## config.mk

```make
export PLATFORM = sky130hd
export DESIGN_NAME = cmd_serializer
export DESIGN_NICKNAME = d
export VERILOG_FILES = /design/src/rtl/cmd_serializer.sv
export SDC_FILE = /design/constraint.sdc
export NUM_CORES = 1
export LEC_CHECK = 0
export ABC_CLOCK_PERIOD_IN_PS = 2600
export CORE_MARGIN = 4
export CORE_UTILIZATION = 35
export CTS_BUF_LIST = sky130_fd_sc_hd__clkbuf_8
export CTS_CLUSTER_DIAMETER = 80
export DETAILED_ROUTE_END_ITERATION = 12
export HOLD_SLACK_MARGIN = 0.05
export SLEW_MARGIN = 0
export SYNTH_ARGS = -nofsm -noshare
export SYNTH_HDL_FRONTEND = slang
export SYNTH_SLANG_ARGS = --single-unit
```

## constraint.sdc

```tcl
create_clock -name clk -period 2.6 [get_ports clk]
set_clock_uncertainty 0.1 [all_clocks]
set_input_delay 0.26 -clock clk [delete_from_list [all_inputs] [get_ports clk]]
set_output_delay 0.26 -clock clk [all_outputs]
set_load 0.02 [all_outputs]
```

## src/rtl/cmd_serializer.sv

```systemverilog
// Parallel-to-serial command source: a small FIFO feeds a shifter that sends each word LSB-first on cmd.
// When nothing is being shifted, cmd sits at IDLE_LEVEL so the downstream feedback flop holds its state.
//   state   | meaning
//   S_IDLE  | no word in the shifter, cmd = IDLE_LEVEL
//   S_SHIFT | shifter active, cmd carries data bit bit_cnt
module cmd_serializer #(
    parameter int   WIDTH      = 8,
    parameter int   DEPTH      = 4,
    parameter int   CNT_W      = 16,
    parameter logic IDLE_LEVEL = 1'b0
) (
    input  logic                         clk,
    input  logic                         rst,
    input  logic                         abort,
    input  logic                         in_valid,
    output logic                         in_ready,
    input  logic [WIDTH-1:0]             in_data,
    output logic                         cmd,
    output logic                         busy,
    output logic [$clog2(DEPTH+1)-1:0]   fifo_count,
    output logic [CNT_W-1:0]             words_sent
);

    localparam int PW = $clog2(DEPTH);
    localparam int CW = $clog2(DEPTH + 1);
    localparam int BW = $clog2(WIDTH);

    localparam logic [CW-1:0] FULL_CNT = CW'(DEPTH);
    localparam logic [BW-1:0] LAST_BIT = BW'(WIDTH - 1);

    localparam logic [0:0] S_IDLE  = 1'b0;
    localparam logic [0:0] S_SHIFT = 1'b1;

    logic [WIDTH-1:0] mem [DEPTH];
    logic [PW-1:0]    wr_ptr;
    logic [PW-1:0]    rd_ptr;
    logic [WIDTH-1:0] head;

    logic [0:0]       state;
    logic [WIDTH-2:0] shreg;
    logic [BW-1:0]    bit_cnt;

    logic push;
    logic pop;
    logic fifo_nonempty;
    logic last_bit;

    assign head = mem[rd_ptr];
    assign busy = (state == S_SHIFT);

    // in_ready deliberately ignores a same-edge pop so a full FIFO always back-pressures.
    always_comb begin
        fifo_nonempty = (fifo_count != '0);
        last_bit      = (state == S_SHIFT) && (bit_cnt == LAST_BIT);
        in_ready      = (fifo_count < FULL_CNT) && !abort && rst;
        push          = in_valid && in_ready;
        pop           = !abort && fifo_nonempty && ((state == S_IDLE) || last_bit);
    end

    always_ff @(posedge clk) begin
        if (push) begin
            mem[wr_ptr] <= in_data;
        end
    end

    always_ff @(posedge clk or negedge rst) begin
        if (!rst) begin
            wr_ptr     <= '0;
            rd_ptr     <= '0;
            fifo_count <= '0;
        end else if (abort) begin
            wr_ptr     <= '0;
            rd_ptr     <= '0;
            fifo_count <= '0;
        end else begin
            if (push) begin
                wr_ptr <= wr_ptr + PW'(1);
            end
            if (pop) begin
                rd_ptr <= rd_ptr + PW'(1);
            end
            case ({push, pop})
                2'b10:   fifo_count <= fifo_count + CW'(1);
                2'b01:   fifo_count <= fifo_count - CW'(1);
                default: fifo_count <= fifo_count;
            endcase
        end
    end

    // shreg holds the bits not yet on cmd; bit 0 of a popped word goes straight to cmd.
    always_ff @(posedge clk or negedge rst) begin
        if (!rst) begin
            state      <= S_IDLE;
            cmd        <= IDLE_LEVEL;
            shreg      <= '0;
            bit_cnt    <= '0;
            words_sent <= '0;
        end else if (abort) begin
            state   <= S_IDLE;
            cmd     <= IDLE_LEVEL;
            bit_cnt <= '0;
        end else begin
            case (state)
                S_IDLE: begin
                    if (pop) begin
                        shreg   <= head[WIDTH-1:1];
                        cmd     <= head[0];
                        bit_cnt <= '0;
                        state   <= S_SHIFT;
                    end else begin
                        cmd <= IDLE_LEVEL;
                    end
                end
                S_SHIFT: begin
                    if (!last_bit) begin
                        bit_cnt <= bit_cnt + BW'(1);
                        cmd     <= shreg[0];
                        shreg   <= shreg >> 1;
                    end else begin
                        words_sent <= words_sent + CNT_W'(1);
                        if (pop) begin
                            shreg   <= head[WIDTH-1:1];
                            cmd     <= head[0];
                            bit_cnt <= '0;
                        end else begin
                            cmd     <= IDLE_LEVEL;
                            bit_cnt <= '0;
                            state   <= S_IDLE;
                        end
                    end
                end
                default: begin
                    state <= S_IDLE;
                    cmd   <= IDLE_LEVEL;
                end
            endcase
        end
    end

endmodule
```

==> results.md <==
- Vias per Instance: approximately 5
- DRT iter0 DRCs: 54
- Yosys top cell by area: edfxtp_1
- Longest Clk Path Bufs: 2
- CTS HTree Levels: 3
- CP startpoint: bit_cnt[0]$_DFFE_PN0P_
- CTS tree: done
- Worst hold-check path type: flip-flop to flip-flop
- RSZ-0062 raised after global routing: false
- Clock Sinks: 67
- Via count: 1,712
- Reg-to-reg startpoint: bit_cnt[0]$_DFFE_PN0P_
- Distinct cells, synth: between 40 and 50
- CP required: roughly 2.8 ns
- Leak: 1.34 nW
- Worst-path cell chain: ha_1 -> ha_1 -> nand2b_1 -> nand2_1 -> nor3_1 -> fa_1 -> or4_1 -> a31oi_1
- CP arrival: 2.56 ns
- Total die area: 9720 µm²
- Sequential element share of the synthesized area: 63.9%
- Cts repair resizes: 0
- WL/cell: 14.9 µm
- Reg2Reg Setup Slack: 0.21 ns
- Min Tclk post-route: around 2.4 ns
- Number of global-route vias before repair: ~1.7k
- Chip Height: 98.6 µm
- Fin util: about 45%
- Placed cell area: around 3400 µm²
- Die X: 98.6 µm
- IO buf count: 33
- Synth top area share: 33.4%
- Post-Syn Instances: 193
- Core area: between 7000 and 8000 µm²
- Post-Layout Cell Count: around 340
- Synth area leaders: edfxtp_1 (33%), dfrtp_1 (30%), mux4_2 (6.3%)
- Reg2reg end: fifo_count[2]$_DFFE_PN0P_
- Post-synthesis xor/xnor area fraction: 6.05%
- Clk root buf: clkbuf_8
- Total negative slack: 0 ns
- Startpoint types: flip-flop
- Initial antenna violation count: 0
- MaxCap Viol Count: 0
- Routed wire length: 5130 µm
- Setup CP Type: flip-flop to flip-flop
- Compound-Gate Fraction of Synth Area: 6.79%
- CTS buffer count: 9
- Fmax: 0.418 GHz
- Synth Net Count: 213
- Final period util: 92.0%
- Peak supply drop: 0.379 mV
- Multiplexer share of the synthesized area: 6.66%
- Pwr Total: 0.00291 W
- Largest net degree at the start of global routing: 36
- Type of destination of the critical path: flip-flop
- Simple-gate share of the synthesized area: a little over a tenth
- CP most frequent cell: ha_1
- Post-synth ARST share: between 50 and 60%
- Setup bufs post-CTS: 0
- Layout cells sized above 1: 15.7%
- Met1 Usage GRT: 15.1%
- CTS hold repair buffers: 0
- Post-synth EDFFs: 32
- CP endpoint: fifo_count[2]$_DFFE_PN0P_
- CP max FO: 5
- GRT Overall Usage: 11.5%
- Antenna Diode Count: 0
- Largest family of logic cells by synthesized area: simple AND/OR/NAND/NOR gates
- HPWL after DPL: 3500 µm
- Syn_area_per_cell: 14.9 µm²
- Detail Route Antenna Nets: 0
- Main synth FF type: dfrtp_1
- Hold depth: 1
- Grt ovf: 0
- Synth-to-layout area growth: 22.7%
- Power Density: a little over 800 nW/µm²
- Mapped Area: 2870 µm²
- Fin area: 3530 µm²
- Least-Margin Pin Slew: 0.566 ns
- GPL Wtd Cong: between 0.7 and 0.8
- First-pass GRT wire length: 8650 µm
- Setup violations, final: 0
- Slew margin rel.: a little over 60%
- NumNets Final: 257
- Synth warnings: 0
- DR DRC count: 0
- Site row count: 32
- Initial core utilization: 36.6%
- Final slew viol count: 0
- Dpl cells: 328
- Clock Latency Late Sink: 0.34 ns
- Crit-path max cell delay: between 0.5 and 0.6 ns
- Status: finished clean
- Ports: 34
- GR met2 Demand/Resource: between 15 and 20%
- Final hold violations: 0
- GR met3 Demand/Resource: under 10%
- TritonRoute pass-1 iters: 4
- GRT busiest layer: met2
- Post-Synth Adder-Cell Area: 3.74%
- Clock slew seen by the registers of the worst setup and hold paths: 0.08 ns
- Slowest-stage cell, CP: or4_1
- Reg2reg path depth: 8
- Flop and latch count out of synthesis: 67
==> cells in the mapped netlist (2+ instances only) <==
cell,count
nand3_1,7
inv_1,3
xnor2_1,16
ha_1,7
buf_4,2
dfrtp_1,35
a22oi_1,2
xor2_1,2
o22a_1,12
and3_1,2
nand4_1,2
and4_1,3
nor3_1,3
a21oi_1,3
edfxtp_1,32
mux4_2,8
and2_1,6
buf_2,3
nor2_1,9
clkbuf_1,3
nand3b_1,3
nand2_1,8
==> power by group <==
group          internal, W  leakage (nW)  switching [W]
Sequential         0.00123         0.752       0.000112
Combinational     0.000421         0.505       0.000385
Clock             0.000350        0.0799       0.000411
==> kinds of logic after synthesis <==
family	Yosys count
AOI/OAI and AO/OA	25
and+or+nand+nor	52
adders and majority gates	8
buffers and inverters	13
muxes	9
xor gates and xnor gates	19
DFF	67
==> layer usage <==
layer  routed length [µm]  vias to the layer above
li1                     -                      811
met1                 2400                      859
met2                 2410                       34
met3                  244                        8
met4                   70                        0
met5                    0                        -
==> how the worst min path moves through the flow <==
| stage | from | slack [ns] | end |
|---|---|---|---|
| 2_1_floorplan | rst | -0.14 | bit_cnt[0]$_DFFE_PN0P_ |
| 3_3_place_gp | words_sent[15]$_DFFE_PN0P_ | 0.36 | words_sent[15]$_DFFE_PN0P_ |
| 6_report | words_sent[15]$_DFFE_PN0P_ | 0.37 | words_sent[15]$_DFFE_PN0P_ |
| 5_1_grt | words_sent[15]$_DFFE_PN0P_ | 0.40 | words_sent[15]$_DFFE_PN0P_ |
| 3_5_place_dp | words_sent[15]$_DFFE_PN0P_ | 0.37 | words_sent[15]$_DFFE_PN0P_ |
| 4_1_cts | words_sent[15]$_DFFE_PN0P_ | 0.38 | words_sent[15]$_DFFE_PN0P_ |
==> metrics by stage <==
step                hold slack (ns)  setup slack (ns)
floorplan                    -0.136             0.151
global placement              0.361             0.229
detailed placement            0.370             0.206
CTS                           0.380             0.206
global route                  0.397            0.0614
finish                        0.374             0.208
==> layout by cell type (no fill, tap or decap), types with 2 or more instances in the layout <==
cell type / instances
dfrtp_1: 35
clkdlybuf4s50_1: 33
edfxtp_1: 32
xnor2_1: 16
o22a_1: 12
buf_4: 10
nor2_1: 9
clkbuf_8: 9
nand2_1: 8
mux4_2: 8
nand3_1: 7
ha_1: 7
and2_1: 6
nor3_1: 3
inv_1: 3
nand3b_1: 3
a21oi_1: 3
and4_1: 3
clkinvlp_4: 3
a22oi_1: 2
and3_1: 2
nand4_1: 2
xor2_1: 2
inv_6: 2
==> critical path, delay by kind of cell, from the launching register on <==
kind                     cells  cell delay [ns]
adder cells (fa/ha/maj)      3             0.83
AND/OR/NAND/NOR              4             0.85
AO/OA/AOI/OAI                1             0.13
flip-flops                   1             0.40
==> final cells by class <==
class                      instances  area [µm²]
fill                             749        4320
sequential                        67        1840
multi-input combinational        113         970
timing repair buffer              43         405
tap                              102         128
clock buffer                       9         124
clock inverter                     7        52.6
inverter                           3        11.3
==> state kept, by name (all words and copies together), names as in the netlist <==
signal      count
wr_ptr          2
rd_ptr          2
mem            32
shreg           7
cmd             1
bit_cnt         3
fifo_count      3
busy            1
words_sent     16
No activity file was read; power rests on OpenSTA's default activity.
